[src/rtl/bbqm_pkg.sv]
// ============================================================================
// Module   : bbqm_pkg
// Purpose  : Shared widths, limits and sensor FSM encoding for the queue counter.
// Revision : 1.0
// ============================================================================
`default_nettype none

package bbqm_pkg;

    localparam int PCOUNT_W = 3;
    localparam int TCOUNT_W = 2;
    localparam logic [PCOUNT_W-1:0] PCOUNT_MAX = 3'd7;

    typedef enum logic [0:0] {
        IDLE    = 1'b0,
        BLOCKED = 1'b1
    } sensor_state_t;

endpackage

`default_nettype wire

[src/rtl/bbqm_sensor_edge.sv]
// ============================================================================
// Module   : bbqm_sensor_edge
// Purpose  : One photocell: 2-flop synchronizer, optional debounce
//            (BBQM_DEBOUNCE_EN), and a rising-edge FSM with a registered strobe.
// Revision : 1.0
// ============================================================================
`default_nettype none

module bbqm_sensor_edge
    import bbqm_pkg::*;
#(
    parameter int DEBOUNCE_CYCLES = 4
) (
    input  logic clk,
    input  logic rst_n,
    input  logic sensor_in,
    output logic event_out
);

    if (DEBOUNCE_CYCLES < 1 || DEBOUNCE_CYCLES > 15) begin : g_cfg_check
        $error("DEBOUNCE_CYCLES must be within 1..15");
    end

    logic          r_sync1;
    logic          r_sync2;
    logic          w_level;
    sensor_state_t r_state;
    logic          r_event;

    always_ff @(posedge clk or negedge rst_n) begin
        if (!rst_n) begin
            r_sync1 <= 1'b0;
            r_sync2 <= 1'b0;
        end else begin
            r_sync1 <= sensor_in;
            r_sync2 <= r_sync1;
        end
    end

`ifdef BBQM_DEBOUNCE_EN
    localparam logic [3:0] c_LAST = 4'(DEBOUNCE_CYCLES - 1);

    logic       r_level;
    logic [3:0] r_stab;

    // Level flips on the DEBOUNCE_CYCLES-th consecutive differing sample.
    always_ff @(posedge clk or negedge rst_n) begin
        if (!rst_n) begin
            r_level <= 1'b0;
            r_stab  <= 4'd0;
        end else if (r_sync2 == r_level) begin
            r_stab  <= 4'd0;
        end else if (r_stab == c_LAST) begin
            r_level <= r_sync2;
            r_stab  <= 4'd0;
        end else begin
            r_stab  <= r_stab + 4'd1;
        end
    end

    assign w_level = r_level;
`else
    assign w_level = r_sync2;
`endif

    always_ff @(posedge clk or negedge rst_n) begin
        if (!rst_n) begin
            r_state <= IDLE;
            r_event <= 1'b0;
        end else begin
            r_event <= 1'b0;
            case (r_state)
                IDLE: begin
                    if (w_level) begin
                        r_state <= BLOCKED;
                        r_event <= 1'b1;
                    end
                end
                BLOCKED: begin
                    if (!w_level) begin
                        r_state <= IDLE;
                    end
                end
                default: r_state <= IDLE;
            endcase
        end
    end

    assign event_out = r_event;

endmodule

`default_nettype wire

[src/rtl/bbqm_queue_counter.sv]
// ============================================================================
// Module   : bbqm_queue_counter
// Purpose  : Saturating bank-queue occupancy counter with full/empty/overflow
//            flags and a synchronized teller count. Debounce via BBQM_DEBOUNCE_EN.
// Revision : 1.0
// ============================================================================
`default_nettype none

module bbqm_queue_counter
    import bbqm_pkg::*;
#(
    parameter int DEBOUNCE_CYCLES = 4
) (
    input  logic                clk,
    input  logic                rst_n,
    input  logic                enter_sensor,
    input  logic                exit_sensor,
    input  logic [TCOUNT_W-1:0] tcount_sw,
    output logic [PCOUNT_W-1:0] pcount,
    output logic [TCOUNT_W-1:0] tcount,
    output logic                full,
    output logic                empty,
    output logic                overflow
);

    logic                w_ent;
    logic                w_ext;
    logic [PCOUNT_W-1:0] w_pcount_nxt;
    logic                w_ovf_set;
    logic [PCOUNT_W-1:0] r_pcount;
    logic                r_full;
    logic                r_empty;
    logic                r_overflow;
    logic [TCOUNT_W-1:0] r_tsync1;
    logic [TCOUNT_W-1:0] r_tcount;

    bbqm_sensor_edge #(.DEBOUNCE_CYCLES(DEBOUNCE_CYCLES)) u_enter_edge (
        .clk       (clk),
        .rst_n     (rst_n),
        .sensor_in (enter_sensor),
        .event_out (w_ent)
    );

    bbqm_sensor_edge #(.DEBOUNCE_CYCLES(DEBOUNCE_CYCLES)) u_exit_edge (
        .clk       (clk),
        .rst_n     (rst_n),
        .sensor_in (exit_sensor),
        .event_out (w_ext)
    );

    // Simultaneous entry and exit cancel out, and never flag overflow.
    always_comb begin
        w_pcount_nxt = r_pcount;
        w_ovf_set    = 1'b0;
        case ({w_ent, w_ext})
            2'b10: begin
                if (r_pcount == PCOUNT_MAX) begin
                    w_ovf_set = 1'b1;
                end else begin
                    w_pcount_nxt = r_pcount + 3'd1;
                end
            end
            2'b01: begin
                if (r_pcount != '0) begin
                    w_pcount_nxt = r_pcount - 3'd1;
                end
            end
            default: w_pcount_nxt = r_pcount;
        endcase
    end

    always_ff @(posedge clk or negedge rst_n) begin
        if (!rst_n) begin
            r_pcount   <= '0;
            r_full     <= 1'b0;
            r_empty    <= 1'b1;
            r_overflow <= 1'b0;
            r_tsync1   <= '0;
            r_tcount   <= '0;
        end else begin
            r_pcount   <= w_pcount_nxt;
            r_full     <= (w_pcount_nxt == PCOUNT_MAX);
            r_empty    <= (w_pcount_nxt == '0);
            r_overflow <= r_overflow | w_ovf_set;
            r_tsync1   <= tcount_sw;
            r_tcount   <= r_tsync1;
        end
    end

    assign pcount   = r_pcount;
    assign full     = r_full;
    assign empty    = r_empty;
    assign overflow = r_overflow;
    assign tcount   = r_tcount;

endmodule

`default_nettype wire
[config.mk]
export PLATFORM = sky130hd
export DESIGN_NAME = bbqm_queue_counter
export DESIGN_NICKNAME = d
export VERILOG_FILES = /design/src/rtl/bbqm_pkg.sv /design/src/rtl/bbqm_sensor_edge.sv /design/src/rtl/bbqm_queue_counter.sv
export SDC_FILE = /design/constraint.sdc
export NUM_CORES = 1
export LEC_CHECK = 0
export CORE_MARGIN = 1.5
export CORE_UTILIZATION = 30
export DETAILED_ROUTE_END_ITERATION = 7
export PLACE_DENSITY = 0.48
export SYNTH_ARGS = -nofsm -noshare
export SYNTH_HDL_FRONTEND = slang
export SYNTH_SLANG_ARGS = --single-unit
[constraint.sdc]
create_clock -name clk -period 2.5 [get_ports clk]
set_clock_uncertainty 0.15 [all_clocks]
set_input_delay 0.625 -clock clk [delete_from_list [all_inputs] [get_ports clk]]
set_output_delay 0.625 -clock clk [all_outputs]
set_load 0.02 [all_outputs]
==> results.tsv <==
metric	value	unit
outcome	complete, no violations	
grt_first_pass_wirelength	1.821	mm
period_minus_slack	2.173	ns
ys_seq_area_share	64.46	%
syn_inst	55	
grt_max_degree	19	
ys_top_cells_by_area	dfrtp_1, ha_1, dfstp_2	
postCtsHoldBufs	0	
post-route-period-util	86.92	%
maxCapViolCount	0	
core_area	2212	sq um
crit_arrival	1.40	ns
max_slew_margin	76.91	%
root_buffer	clkbuf_4	
rsz0062_at_grt	no	
firstDrtPassIters	4	
endpoint_kind	output pin	
p_leak	0.4271	nW
antenna_found_initial	0	
finalSetupViolCount	0	
wire_per_inst	10.01	um
synth-seq-cells	18	
synthesis.area_per_instance	12.74	sq um
antennaDiodeCount	0	
vias_per_cell	4.495	
startpoint_type	flop	
cellPowerDensity	795.4	nW/um^2
wl_met2	453	um
cts_tree	yes	
hold_viol	0	
cts_num_sinks	18	
grt_pass1_vias	459	
power	0.7235	mW
fin_ws	0.3270	ns
max-clock-path-buffers	2	
synth_most_common_cell	dfrtp_1	
die_x	51.33	um
cts.htree.levels	1	
die_area	2634	sq um
final_core_utilization	41.12	%
drt_iter0_markers	3	
highest_layer	met4	
holdWs	0.2071	ns
combPwrFrac	27.9	%
critPathKind	reg -> out	
cp.required	1.73	ns
drive_gt1_share	12.33	%
wl_met1	458	um
port_buffers	13	
p_int	0.5154	mW
grt_use_total	9.675	%
wirelength	1.011	mm
post_cts_resized	0	
vias	454	
ant_nets	0	
min-delay-start	u_exit_edge.r_sync1	
num-fill-cells	229	
timing.critical_path.buf_inv	1	
syn_area	700.7	sq um
timing.rr.start	u_enter_edge.event_out	
grt_overflow	0	
dpl_worst_slack	0.6428	ns
die_h	51.33	um
nets	85	
critPathMaxStageDelay	0.59	ns
yosys.area.top_type_share	60.71	%
syn-num-nets	66	
met3_length	72	um
synthArstFlopShare	100.0	%
tns	0	ns
vdd_drop_max	404.6	uV
synth_cell_type_count	18	
hpwl	773.2	um
gp_congestion	0.7989	
synth_edf_count	0	
p_sw	0.2081	mW
fmax	460.2	MHz
postCtsSetupRepairBufs	0	
rows	17	
switching_share	28.76	%
sequentialPowerShare	48.5	%
cp_cell_sequence	clkdlybuf4s50_1	
synth_warnings	0	
clk_pin_slew	0.10	ns
clkPwrFrac	23.6	%
crit_path_start	empty	
synthTopCellsByCount	dfrtp_1, inv_1, nand2_1, ha_1, nor2b_1	
synth_flop_cell	dfrtp_1	
tightest_slew	0.3427	ns
start_util	31.67	%
critPathTopFamily	buffers and inverters	
drc	0	
ioPinCount	14	
synth_top_area_cell	dfrtp_1	
clk_latency	0.29	ns
crit_fanout	1	
cts_buffers	3	
drv_slew	0	
syn_to_final_growth	29.82	%
min_path_type	reg -> reg	
slowest_stage	clkdlybuf4s50_1	
-- registers in the layout, summed over array words and instances (netlist names) --
signal                  count
u_exit_edge.r_sync2         1
u_enter_edge.r_state        1
tcount                      2
u_exit_edge.event_out       1
pcount                      3
u_enter_edge.event_out      1
r_tsync1                    2
u_enter_edge.r_sync1        1
u_enter_edge.r_sync2        1
u_exit_edge.r_sync1         1
full                        1
overflow                    1
empty                       1
u_exit_edge.r_state         1
-- cell usage in the layout (no fill, tap or decap), drive strengths merged --
cell	instances
clkdlybuf4s50	13
and4	1
a211oi	1
dfstp	1
clkbuf	4
o21ai	3
inv	7
a22oi	1
nand3	1
dfrtp	17
or4	1
nor2b	4
and3b	1
nand2	6
buf	1
nand2b	2
a2bb2oi	1
o211ai	1
ha	5
and3	2
-- layer usage --
layer	vias up	GRT usage, %
li1	216	-
met3	3	2.924
met5	-	0
met2	12	15.58
met1	223	10.98
met4	0	6.579
-- layout make-up --
cell class              count  area, sq um  area share (%)
repair buffers             14        137.6           15.13
multi-input cells          30        222.7           24.48
well taps                  28        35.03           3.851
inverters                   7        26.28           2.889
clock buffers               4        36.28           3.989
flip-flops and latches     18        451.7           49.66
-- worst paths after layout --
check                                       end  slack (ns)  cells past startpoint
max                                       empty        0.33                      1
min                         u_exit_edge.r_sync2        0.21                      0
max reg2reg                                full        0.64                      5
min reg2reg                 u_exit_edge.r_sync2        0.21                      0
max in group asynchronous                 empty        1.44                      2
min in group asynchronous  u_enter_edge.r_sync2        0.50                      2
-- cells by family after synthesis --
group	Yosys count	synth area share, %
flip-flops	18	64.47
buffers and inverters	7	3.751
AO/OA/AOI/OAI	7	7.322
AND/OR/NAND/NOR	18	15.54
adder cells (fa/ha/maj)	5	8.929
-- power by group through the flow --
stage / Clock (mW) / Sequential [mW] / Combinational (mW)
floorplan: 0 / 0.385 / 0.0886
global placement: 0 / 0.356 / 0.202
detailed placement: 0 / 0.357 / 0.203
CTS: 0.179 / 0.352 / 0.204
global route: 0.188 / 0.356 / 0.223
finish: 0.171 / 0.351 / 0.202
-- through the flow --
| step | area (sq um) | cells |
|---|---|---|
| after floorplan | 700.7 | 55 |
| after global placement | 873.3 | 97 |
| after detailed placement | 873.3 | 97 |
| after CTS | 909.6 | 101 |
| after global routing | 909.6 | 101 |
| final | 909.6 | 101 |
Note: power is estimated with default switching activity, not from simulation.
